<file path="config.mk">
export PLATFORM = sky130hd
export DESIGN_NAME = matmul_job_sched
export DESIGN_NICKNAME = d
export VERILOG_FILES = /design/src/rtl/matmul_job_sched.sv
export SDC_FILE = /design/constraint.sdc
export NUM_CORES = 1
export LEC_CHECK = 0
export CORE_UTILIZATION = 34
export CTS_CLUSTER_DIAMETER = 80
export DETAILED_ROUTE_END_ITERATION = 12
export PLACE_DENSITY = 0.68
export SYNTH_ARGS = -nofsm -noshare
export SYNTH_HDL_FRONTEND = slang
export SYNTH_SLANG_ARGS = --single-unit
export TNS_END_PERCENT = 20
</file>
<file path="constraint.sdc">
create_clock -name clk -period 2.3 [get_ports clk]
set_input_delay 0.46 -clock clk [delete_from_list [all_inputs] [get_ports clk]]
set_output_delay 0.46 -clock clk [all_outputs]
set_load 0.01 [all_outputs]
</file>
<file path="src/rtl/matmul_job_sched.sv">
// rtl/matmul_job_sched.sv - two-requester round-robin matmul job scheduler with done/timeout handling
package types;
    localparam int LEN = 16;
endpackage

module matmul_job_sched #(
    parameter int LEN            = types::LEN,
    parameter int GAP_CYCLES     = 4,
    parameter int TIMEOUT_CYCLES = 1024
) (
    input  logic             clk,
    input  logic             rst_n,
    input  logic [1:0]       req_valid,
    output logic [1:0]       req_ready,
    input  logic [2*LEN-1:0] req_src1,
    input  logic [2*LEN-1:0] req_src2,
    input  logic [2*LEN-1:0] req_dst,
    input  logic             mem_done,
    output logic             start,
    output logic [LEN-1:0]   src1_addr,
    output logic [LEN-1:0]   src2_addr,
    output logic [LEN-1:0]   dst_addr,
    output logic             cmp_valid,
    output logic             cmp_id,
    output logic             cmp_err
);

    // One counter serves both the RUN timeout and the GAP length.
    localparam int MAXC  = (TIMEOUT_CYCLES > GAP_CYCLES) ? TIMEOUT_CYCLES : GAP_CYCLES;
    localparam int CNT_W = (MAXC > 2) ? $clog2(MAXC) : 1;
    localparam logic [CNT_W-1:0] TMO_LAST = CNT_W'(TIMEOUT_CYCLES - 1);
    localparam logic [CNT_W-1:0] GAP_LAST = CNT_W'(GAP_CYCLES - 1);

    typedef enum logic [1:0] {IDLE, RUN, GAP} state_t;

    state_t           state;
    state_t           state_nxt;
    logic             rr;
    logic [CNT_W-1:0] cnt;
    logic             gnt_id;
    logic             hs;
    logic             run_fin;
    logic             gap_last;
    logic [LEN-1:0]   sel_src1;
    logic [LEN-1:0]   sel_src2;
    logic [LEN-1:0]   sel_dst;

    // A lone requester wins outright; rr only breaks ties.
    always_comb begin
        case (req_valid)
            2'b10:   gnt_id = 1'b1;
            2'b11:   gnt_id = rr;
            default: gnt_id = 1'b0;
        endcase
        req_ready = 2'b00;
        if (state == IDLE && rst_n && (|req_valid))
            req_ready = gnt_id ? 2'b10 : 2'b01;
    end

    assign hs       = |(req_valid & req_ready);
    assign run_fin  = (state == RUN) && (mem_done || cnt == TMO_LAST);
    assign gap_last = (state == GAP) && (cnt == GAP_LAST);

    assign sel_src1 = gnt_id ? req_src1[2*LEN-1:LEN] : req_src1[LEN-1:0];
    assign sel_src2 = gnt_id ? req_src2[2*LEN-1:LEN] : req_src2[LEN-1:0];
    assign sel_dst  = gnt_id ? req_dst[2*LEN-1:LEN]  : req_dst[LEN-1:0];

    always_ff @(posedge clk or negedge rst_n) begin
        if (!rst_n) state <= IDLE;
        else        state <= state_nxt;
    end

    always_comb begin
        state_nxt = state;
        case (state)
            IDLE:    if (hs)       state_nxt = RUN;
            RUN:     if (run_fin)  state_nxt = GAP;
            GAP:     if (gap_last) state_nxt = IDLE;
            default:               state_nxt = IDLE;
        endcase
    end

    always_ff @(posedge clk or negedge rst_n) begin
        if (!rst_n) begin
            cnt       <= '0;
            rr        <= 1'b0;
            start     <= 1'b0;
            src1_addr <= '0;
            src2_addr <= '0;
            dst_addr  <= '0;
            cmp_valid <= 1'b0;
            cmp_id    <= 1'b0;
            cmp_err   <= 1'b0;
        end else begin
            cmp_valid <= 1'b0;
            if (hs || run_fin || gap_last)
                cnt <= '0;
            else if (state != IDLE)
                cnt <= cnt + 1'b1;
            if (hs) begin
                src1_addr <= sel_src1;
                src2_addr <= sel_src2;
                dst_addr  <= sel_dst;
                cmp_id    <= gnt_id;
                rr        <= ~gnt_id;
                start     <= 1'b1;
            end
            // mem_done on the final timeout cycle still counts as success.
            if (run_fin) begin
                start     <= 1'b0;
                cmp_valid <= 1'b1;
                cmp_err   <= ~mem_done;
            end
        end
    end

endmodule

</file>
==> metrics.md <==
| Metric | Value |
|---|---|
| DR vias/cell | `around 5` |
| Slew Limit Fails | `0` |
| Fraction of registers with async set/reset | `100%` |
| # Post-CTS Setup Buffers | `0` |
| Die W | `approximately 96 um` |
| Initial Util | `35.8%` |
| Largest net degree at the start of global routing | `66` |
| Max Buffers Root-to-Sink | `2` |
| Unrepaired setup endpoints after global routing | `no` |
| Final ANT Viol Nets | `0` |
| Final setup skew | `~0.0064 ns` |
| PD cells | `around 1100 nW/um2` |
| Crit path launch type | `input port` |
| Vias in the first global route | `around 2.7k` |
| Share of the synthesized area in the top cell type | `a little over half` |
| Commonest cells post-synth | `65 x dfrtp_1, 31 x nand2_1, 26 x a221o_1, 26 x and3_1, 25 x o21ai_0` |
| Max FO, Critical Path | `3` |
| DR DRC count | `0` |
| Clk Latency, worst-skew pair | `0.33 ns` |
| Final WS setup | `between 0.1 and 0.15 ns` |
| Layout net count | `around 540` |
| Mapped Nets | `roughly 380` |
| All-Layer GR Usage | `19.6%` |
| MaxCap Viol Count | `0` |
| Max Clk Rate | `approximately 460 MHz` |
| Leading area contributor after synthesis | `dfrtp_1` |
| Die area | `slightly above 9000 um2` |
| Top Family by Delay on Critical Path | `buffers and inverters` |
| Total Wirelength | `between 8000 and 9000 um` |
| Cell Area, Synth | `between 2000 and 3000 um2` |
| Final Cell Area | `a little under 5000 um2` |
| Iteration-0 DRC Markers | `90` |
| Placed cells | `527` |
| Mux contribution to synthesized area | `about 7.7%` |
| Largest cells by area after synthesis | `dfrtp_1 55%, a221o_1 8.7%, mux2i_1 7.7%` |
| Critical path required time | `about 1.8 ns` |
| Hold-fix buffers, CTS | `0` |
| Placement Rows | `33` |
| Crit-path slowest cell | `clkdlybuf4s50_1` |
| Multi-input logic area | `between 1000 and 1500 um2` |
| Synth Area in Simple Gates | `between 10% and 20%` |
| Worst Reg-to-Reg Cells | `6` |
| Post-DP HPWL | `between 5000 and 6000 um` |
| TritonCTS clock tree | `done` |
| Post-synthesis compound-gate area fraction | `17.7%` |
| Setup violators final | `0` |
| Fill cells | `roughly 750` |
| Layout cells sized above 1 | `8.45%` |
| Number of flops mapped to enable cells by yosys | `0` |
| PortBufs | `154` |
| Max stage delay on crit path | `~0.55 ns` |
| Initial antenna violation count | `0` |
| H-tree depth | `3` |
| R2R Path End | `cnt[6]$_DFFE_PN0P_` |
| Ys flop type | `dfrtp_1` |
| I/O pin count | `155` |
| CTS Sinks | `65` |
| Post-Synth XOR/XNOR Area | `~1.2%` |
| Ys Warns | `0` |
| Synthesized netlist cell count | `roughly 280` |
| Area grow syn2layout | `63.6%` |
| FF/Latch Area | `~1600 um2` |
| CP Cell Sequence | `clkdlybuf4s50_1 -> o211ai_1 -> nor2_2 -> dlygate4sd2_1` |
| Global-route wire length before repair | `13300 um` |
| Sequential-to-total area share from yosys stat | `54.5%` |
| Final hold vios | `0` |
| Leakage | `between 0.002 and 0.0025 uW` |
| Fin Hold WS | `between 0.3 and 0.4 ns` |
| Fin cells | `between 500 and 600` |
| Reg2reg start | `cnt[0]$_DFFE_PN0P_` |
| Via Count | `~2.7k` |
| Library cells used by synthesis | `35` |
| Cell Area, Placed | `approximately 4700 um2` |
| Adder-Cell Fraction of Synth Area | `less than 1%` |
| Tcrit/Tclk final | `a little over nine tenths` |
| Reg2Reg Setup Slack | `0.16 ns` |
| Post-route minimum period | `about 2.2 ns` |
| Seq cells post-synth | `65` |
| Worst Hold Class | `input port to asynchronous set/reset pin` |
| Largest family of logic cells by synthesized area | `compound AO/OA/AOI/OAI gates` |
| Pre-CTS setup slack | `-0.161 ns` |
| Reg clk slew, reported paths | `approximately 0.07 ns` |
| GPL Wtd Cong | `0.763` |
| Quantity of gates resized following cts | `2` |
| Num CTS Buffers | `9` |
| CP arrival | `~1.7 ns` |
| CP bufs+invs | `2` |
| Most frequent cell after synthesis | `dfrtp_1` |
| Root buffer cell | `clkbuf_8` |
| DR pass1 iterations | `4` |
| Synthesized area per cell | `roughly 11 um2` |
| Peak supply drop | `approximately 0.49 mV` |
| Run status | `complete, no violations` |
| Congestion Overflow GR | `0` |
| Chip height | `between 90 and 100 um` |
| Crit path kind | `input port to primary output` |
| Slew headroom | `47.0%` |
| Placeable Area | `between 8000 and 9000 um2` |
| Worst slew pin tran | `about 0.8 ns` |
| Crit path capture type | `primary output` |
| Routed len/inst | `between 15 and 20 um` |
## cells by family (layout without fill, tap and decap cells)
group | after synthesis | count (layout)
mux | 23 | 23
flops | 65 | 65
fa+ha+maj | 1 | 1
xor+xnor | 4 | 4
simple gates | 90 | 90
other cells | 0 | 1
compound gates | 68 | 68
buf+inv | 25 | 187
## power by group
part	internal, uW	switching (uW)	total, uW
combinational	1330	978	2310
sequential	1610	269	1870
clock	590	421	1010
## metal layers
metal | global-route usage (%) | routed length (um)
met3 | 5.34 | 540
met5 | 0 | 0
met1 | 24.6 | 3530
met2 | 32.5 | 4110
met4 | 6.84 | 93
## flip-flops by register name, indices dropped and copies added (netlist names), 2 cells and up
signal and cells:
dst_addr 16, src1_addr 16, src2_addr 16, cnt 10, state 2
## area by class of cell
cell class / count / area share [%]
inverters: 6 / 0.461
repair buffers: 165 / 33.1
clock inverters: 2 / 0.718
flip-flops and latches: 65 / 33.3
clock buffers: 14 / 3.54
multi-input cells: 186 / 26.1
well taps: 105 / 2.69
diodes: 1 / 0.0513
## per-stage QoR
stage | utilization, % | total power, uW | setup TNS [ns]
5_1_grt | 58.5 | 5550 | 0
4_1_cts | 58.5 | 5260 | 0
2_1_floorplan | - | 2880 | 0
3_3_place_gp | 56.0 | 4190 | -1.04
6_report | 58.5 | 5190 | 0
3_5_place_dp | 56.0 | 4240 | -2.11
## layout by cell type (no fill, tap or decap), types with 2 or more instances in the layout
cell / netlist / layout
xor2_1: 3 / 3
buf_4: 0 / 11
inv_1: 6 / 6
clkbuf_8: 0 / 12
dfrtp_1: 65 / 65
nand2_1: 31 / 31
clkbuf_1: 16 / 2
clkdlybuf4s50_1: 0 / 151
nand3_1: 4 / 4
a21oi_1: 2 / 2
dlygate4sd2_1: 0 / 2
and3_1: 26 / 26
o21ai_0: 25 / 25
or3_1: 2 / 2
mux2i_1: 23 / 23
or2_2: 2 / 2
or4_4: 2 / 2
a21o_1: 4 / 4
a221o_1: 26 / 26
nor2_1: 14 / 13
nor4_1: 3 / 3
o21ai_1: 4 / 3
## worst register-to-register path, stage by stage (launching register included)
cell	delay (ns)
dfrtp_1	0.38
ha_1	0.22
or3b_2	0.46
or4_4	0.44
a22oi_4	0.24
o21ai_1	0.11
a21o_1	0.18
## worst max path at each step
stage,startpoint,to,slack [ns],cells past startpoint
finish,req_valid[1],req_ready[1],0.13,4
global route,state[0]$_DFFE_PN0P_,req_ready[1],0.05,4
floorplan,cnt[0]$_DFFE_PN0P_,cnt[5]$_DFFE_PN0P_,0.31,6
global placement,req_valid[1],req_ready[1],-0.17,4
detailed placement,req_valid[1],req_ready[1],-0.16,4
CTS,req_valid[1],req_ready[1],0.13,4
Note: power is estimated with default switching activity, not from simulation.
